### config.mk
export PLATFORM = sky130hd
export DESIGN_NAME = usr_burst_shifter
export DESIGN_NICKNAME = d
export VERILOG_FILES = /design/src/rtl/usr_pkg.sv /design/src/rtl/usr_step_logic.sv /design/src/rtl/usr_burst_shifter.sv
export SDC_FILE = /design/constraint.sdc
export NUM_CORES = 1
export LEC_CHECK = 0
export BUFFER_PORTS_ARGS = -buffer_cell sky130_fd_sc_hd__buf_4
export CAP_MARGIN = 30
export CELL_PAD_IN_SITES_DETAIL_PLACEMENT = 1
export CELL_PAD_IN_SITES_GLOBAL_PLACEMENT = 2
export CORE_MARGIN = 2
export CORE_UTILIZATION = 35
export CTS_CLUSTER_SIZE = 30
export DETAILED_ROUTE_END_ITERATION = 12
export PLACE_DENSITY = 0.8
export SLEW_MARGIN = 30
export SYNTH_ARGS = -nofsm -noshare
export SYNTH_HDL_FRONTEND = slang
export SYNTH_HIERARCHICAL = 1
export SYNTH_SLANG_ARGS = --single-unit
### constraint.sdc
create_clock -name clk -period 4.8 [get_ports clk]
set_clock_uncertainty 0.15 [all_clocks]
set_input_delay 0.96 -clock clk [delete_from_list [all_inputs] [get_ports clk]]
set_output_delay 0.96 -clock clk [all_outputs]
set_load 0.01 [all_outputs]
### src/rtl/usr_pkg.sv
// usr_pkg: shared mode codes, FSM states and helpers for the burst shift register
package usr_pkg;
   localparam logic [2:0] USR_HOLD = 3'd0;
   localparam logic [2:0] USR_SHR  = 3'd1;
   localparam logic [2:0] USR_SHL  = 3'd2;
   localparam logic [2:0] USR_LOAD = 3'd3;
   localparam logic [2:0] USR_ROR  = 3'd4;
   localparam logic [2:0] USR_ROL  = 3'd5;
   localparam logic [2:0] USR_ASR  = 3'd6;
   localparam logic [2:0] USR_CLR  = 3'd7;

   typedef enum logic {ST_IDLE, ST_BURST} usr_state_t;

   // Only the movement modes make sense to repeat; hold/load/clear are single-shot
   function automatic logic is_burstable(input logic [2:0] m);
      return m inside {USR_SHR, USR_SHL, USR_ROR, USR_ROL, USR_ASR};
   endfunction
endpackage

### src/rtl/usr_step_logic.sv
// usr_step_logic: one-step next value of the shift register for a given mode
//   cur  - current register value      mode - operation select
//   din  - parallel load data          sir/sil - serial in for right/left shift
//   nxt  - register value after one step
module usr_step_logic
   import usr_pkg::*;
#(
   parameter int WIDTH = 8
) (
   input  logic [WIDTH-1:0] cur,
   input  logic [2:0]       mode,
   input  logic [WIDTH-1:0] din,
   input  logic             sir,
   input  logic             sil,
   output logic [WIDTH-1:0] nxt
);
   always_comb begin
      nxt = cur;
      case (mode)
         USR_SHR:  nxt = {sir, cur[WIDTH-1:1]};
         USR_SHL:  nxt = {cur[WIDTH-2:0], sil};
         USR_LOAD: nxt = din;
         USR_ROR:  nxt = {cur[0], cur[WIDTH-1:1]};
         USR_ROL:  nxt = {cur[WIDTH-2:0], cur[WIDTH-1]};
         USR_ASR:  nxt = {cur[WIDTH-1], cur[WIDTH-1:1]};
         USR_CLR:  nxt = '0;
         default:  nxt = cur;
      endcase
   end
endmodule

### src/rtl/usr_burst_shifter.sv
// usr_burst_shifter: universal shift register with an autonomous multi-step burst engine
//   clk, reset (async, active low)
//   en, mode, in, sir, sil      - single-step control and data
//   burst_start, burst_len      - start a burst of up to WIDTH steps of mode
//   out, so_right, so_left      - register contents and serial outs
//   busy, done                  - burst running / one-cycle completion pulse
module usr_burst_shifter
   import usr_pkg::*;
#(
   parameter int WIDTH = 8,
   parameter int CNT_W = $clog2(WIDTH+1)
) (
   input  logic             clk,
   input  logic             reset,
   input  logic             en,
   input  logic [2:0]       mode,
   input  logic [WIDTH-1:0] in,
   input  logic             sir,
   input  logic             sil,
   input  logic             burst_start,
   input  logic [CNT_W-1:0] burst_len,
   output logic [WIDTH-1:0] out,
   output logic             so_right,
   output logic             so_left,
   output logic             busy,
   output logic             done
);
   usr_state_t       state, state_n;
   logic [CNT_W-1:0] cnt, cnt_n, len_c;
   logic [2:0]       lmode, lmode_n, step_mode;
   logic [WIDTH-1:0] step_val, out_n;
   logic             done_n, accept;

   assign len_c     = (burst_len > CNT_W'(WIDTH)) ? CNT_W'(WIDTH) : burst_len;
   assign accept    = (state == ST_IDLE) && burst_start && is_burstable(mode);
   assign step_mode = (state == ST_BURST) ? lmode : mode;
   assign busy      = (state == ST_BURST);
   assign so_right  = out[0];
   assign so_left   = out[WIDTH-1];

   usr_step_logic #(.WIDTH(WIDTH)) u_step (
      .cur  (out),
      .mode (step_mode),
      .din  (in),
      .sir  (sir),
      .sil  (sil),
      .nxt  (step_val)
   );

   always_ff @(posedge clk or negedge reset) begin
      if (!reset) begin
         state <= ST_IDLE;
         cnt   <= '0;
         lmode <= USR_HOLD;
      end else begin
         state <= state_n;
         cnt   <= cnt_n;
         lmode <= lmode_n;
      end
   end

   always_comb begin
      state_n = state;
      cnt_n   = cnt;
      lmode_n = lmode;
      if (state == ST_BURST) begin
         cnt_n   = cnt - CNT_W'(1);
         state_n = (cnt == CNT_W'(1)) ? ST_IDLE : ST_BURST;
      end else if (accept && len_c != '0) begin
         state_n = ST_BURST;
         cnt_n   = len_c;
         lmode_n = mode;
      end
   end

   // A non-burstable burst_start swallows en for that cycle as well
   always_comb begin
      out_n  = out;
      done_n = 1'b0;
      if (state == ST_BURST) begin
         out_n  = step_val;
         done_n = (cnt == CNT_W'(1));
      end else if (accept) begin
         done_n = (len_c == '0);
      end else if (!burst_start && en) begin
         out_n = step_val;
      end
   end

   always_ff @(posedge clk or negedge reset) begin
      if (!reset) begin
         out  <= '0;
         done <= 1'b0;
      end else begin
         out  <= out_n;
         done <= done_n;
      end
   end
endmodule
==> flow_summary_export.csv <==
group,metric,value,unit
grt,antenna_found_initial,0,
yosys,synth_top_flop_cell,"dfrtp_1",
yosys,yosysTopAreaCell,"dfrtp_1",
floorplan,floorplan.initialDensity,37.10,%
cts,cts_max_level,1,
sta,tns,0,ns
critical_path,rrSetupSlack,2.18,ns
placed_design,place.port_buffers,32,
yosys,syn_inst,139,
cts,cts_resized,0,
placed_design,pre_cts_ws,1.886,ns
cts,clkSlewWorstSetupHoldPaths,0.07,ns
routing,dr_wl_met2,1836,um
status,outcome,"complete, no violations",
pwr,leakage,0.6959,nW
routing,vias,1242,
final_layout,register_area,425.4,um^2
yosys,ys_types,54,
routing,drtAntennaViolNets,0,
yosys,yosysSeqAreaShare,30.85,%
routing,wl_met1,1757,um
critical_path,cp.arrival,2.66,ns
cts,cts_sinks,17,
sta,hold_viol_final,0,
grt,grt_pass1_vias,1244,
sta,rsz0062_at_grt,"no",
final_layout,nFillCells,437,
yosys,syn_area_per_cell,9.920,um^2
final_layout,final_cell_mix,"buf_4, dfrtp_1, mux2_2",
cts,postCtsSetupBuffers,0,
sta,setup_viol,0,
cts,cts_buffer_depth,2,
yosys,synth_edf_count,0,
yosys,synth.top_cell.area_share,30.85,%
final_layout,fin_nets,190,
critical_path,start_kind,"input port",
final_layout,final_common_cell,"buf_4",
routing,wl_met3,101,um
routing,via_per_inst,5.804,
cts,cts_tree,"built",
floorplan,die_x,66.77,um
floorplan,ioPinCount,33,
routing,drtIter0Drc,87,
sta,fmax,0.3752,GHz
cts,cts_buffers,3,
sta,slew_violations,0,
final_layout,syn2layout_area_growth,19.96,%
cts,hold_buffers,0,
yosys,ys_warn_count,6,
routing,postRouteWirelength,3714,um
critical_path,critPathRequiredTime,4.79,ns
routing,wire_per_inst,17.36,um
routing,drcViolationCount,0,
floorplan,die-area,4458,um^2
floorplan,num_rows,22,
yosys,synth_area_leaders,"dfrtp_1, mux2_2, nor2b_1",
final_layout,multi_input_area,853.3,um^2
sta,fin_crit,2.665,ns
grt,grt_first_pass_wirelength,6168,um
sta,slew_headroom,62.42,%
critical_path,end_kind,"register",
cts,clkLatencyLatePin,0.25,ns
floorplan,core_area,3716,um^2
flow_run,drv_cap,0,
sta,setup_slack,2.135,ns
grt,grt_util_all_layers,18.23,%
critical_path,cp_max_fo,26,
routing,first_pass_iters,4,
yosys,synth_seq_cells,17,
floorplan,dieHeight,66.77,um
final_layout,design_area,1654,um^2
sta,hold_slack,0.3571,ns
placed_design,place_area,1609,um^2
yosys,synth_nets,162,
yosys,netlist_area,1379,um^2
sta,fin_crit_sh,55.53,%
min_path,hold_path_class,"reg2reg",
routing,topRoutingLayerUsed,"met4",
final_layout,num_antenna_cells,0,
pwr,powerDensity,729.8,nW/um^2
critical_path,path_class,"in2reg",
grt,grt_max_degree,27,
final_layout,layout-drive-gt1-share,37.95,%
grt,grt_overflow,0,
placed_design,place.gp.congestion,0.7345,
yosys,async_flop_share,100.0,%
placed_design,dpl.hpwl,2689,um
pwr,ir_worst_vdd,0.3686,mV
cts,root_buffer,"clkbuf_8",
sta,worst_pin_slew,0.5637,ns
-- metal layers --
layer / track usage, % / up-vias
met3: 3.378 / 2
met5: 0 / -
met4: 3.061 / 0
li1: - / 587
met2: 30.13 / 18
met1: 25.05 / 635
-- critical path: stages --
cell,delay [ns]
buf_4,0.12
mux2_2,0.46
nor2b_1,0.25
a32o_1,0.28
o32a_1,0.32
mux2_2,0.25
-- per-stage QoR --
| step | cells | util (%) | power, mW |
|---|---|---|---|
| after detailed placement | 210 | 43.30 | 1.103 |
| after floorplan | 139 | - | 0.9248 |
| after CTS | 214 | 44.51 | 1.218 |
| after global placement | 210 | 43.30 | 1.068 |
| after global routing | 214 | 44.51 | 1.324 |
| final | 214 | 44.51 | 1.207 |
-- cells in the mapped netlist (2+ instances only) --
| cell | count |
|---|---|
| mux2i_1 | 3 |
| o221a_2 | 3 |
| a2bb2oi_1 | 3 |
| o22ai_1 | 5 |
| a31oi_1 | 2 |
| nand3_1 | 2 |
| buf_4 | 3 |
| nor2b_1 | 8 |
| ha_1 | 2 |
| a221oi_1 | 2 |
| inv_1 | 5 |
| o21ai_1 | 2 |
| o21ai_0 | 4 |
| mux2_1 | 2 |
| mux2_2 | 15 |
| inv_2 | 2 |
| nor3_1 | 2 |
| dfrtp_1 | 17 |
| buf_2 | 2 |
| nand2b_1 | 7 |
| buf_6 | 3 |
| nand2_1 | 4 |
| nor2_1 | 7 |
| a311o_1 | 2 |
| o211ai_1 | 3 |
-- final timing paths --
path,startpoint,end,depth (start not counted)
worst max-delay path,mode[0],out[0],6
worst min-delay path,lmode[2],lmode[2],1
worst max register to register,busy,out[0],5
worst min register to register,lmode[2],lmode[2],1
max in group asynchronous,reset,done,1
min in group asynchronous,reset,cnt[2],1
-- cells by family (layout without fill, tap and decap cells) --
| group | after synthesis | after routing | synth area share, % |
|---|---|---|---|
| flip-flops | 17 | 17 | 30.85 |
| AO/OA/AOI/OAI | 43 | 43 | 25.14 |
| buffers and inverters | 17 | 44 | 7.259 |
| AND/OR/NAND/NOR | 40 | 40 | 18.88 |
| multiplexers | 20 | 20 | 16.06 |
| adder cells (fa/ha/maj) | 2 | 2 | 1.815 |
-- cell type report --
type / count / share of cell area (%)
multi-input cells: 105 / 51.59
flip-flops and latches: 17 / 25.72
repair buffers: 32 / 14.52
well taps: 48 / 3.631
clock buffers: 4 / 2.723
inverters: 8 / 1.815
-- sequential cells by signal (all words and copies together), names as in the netlist --
name   flops
busy       1
cnt        4
done       1
lmode      3
out        8
-- power breakdown --
group / switching (mW) / internal [mW]
Combinational: 0.369 / 0.403
Clock: 0.0502 / 0.0589
Sequential: 0.107 / 0.219
Total: 0.526 / 0.681
Note: power is estimated with default switching activity, not from simulation.
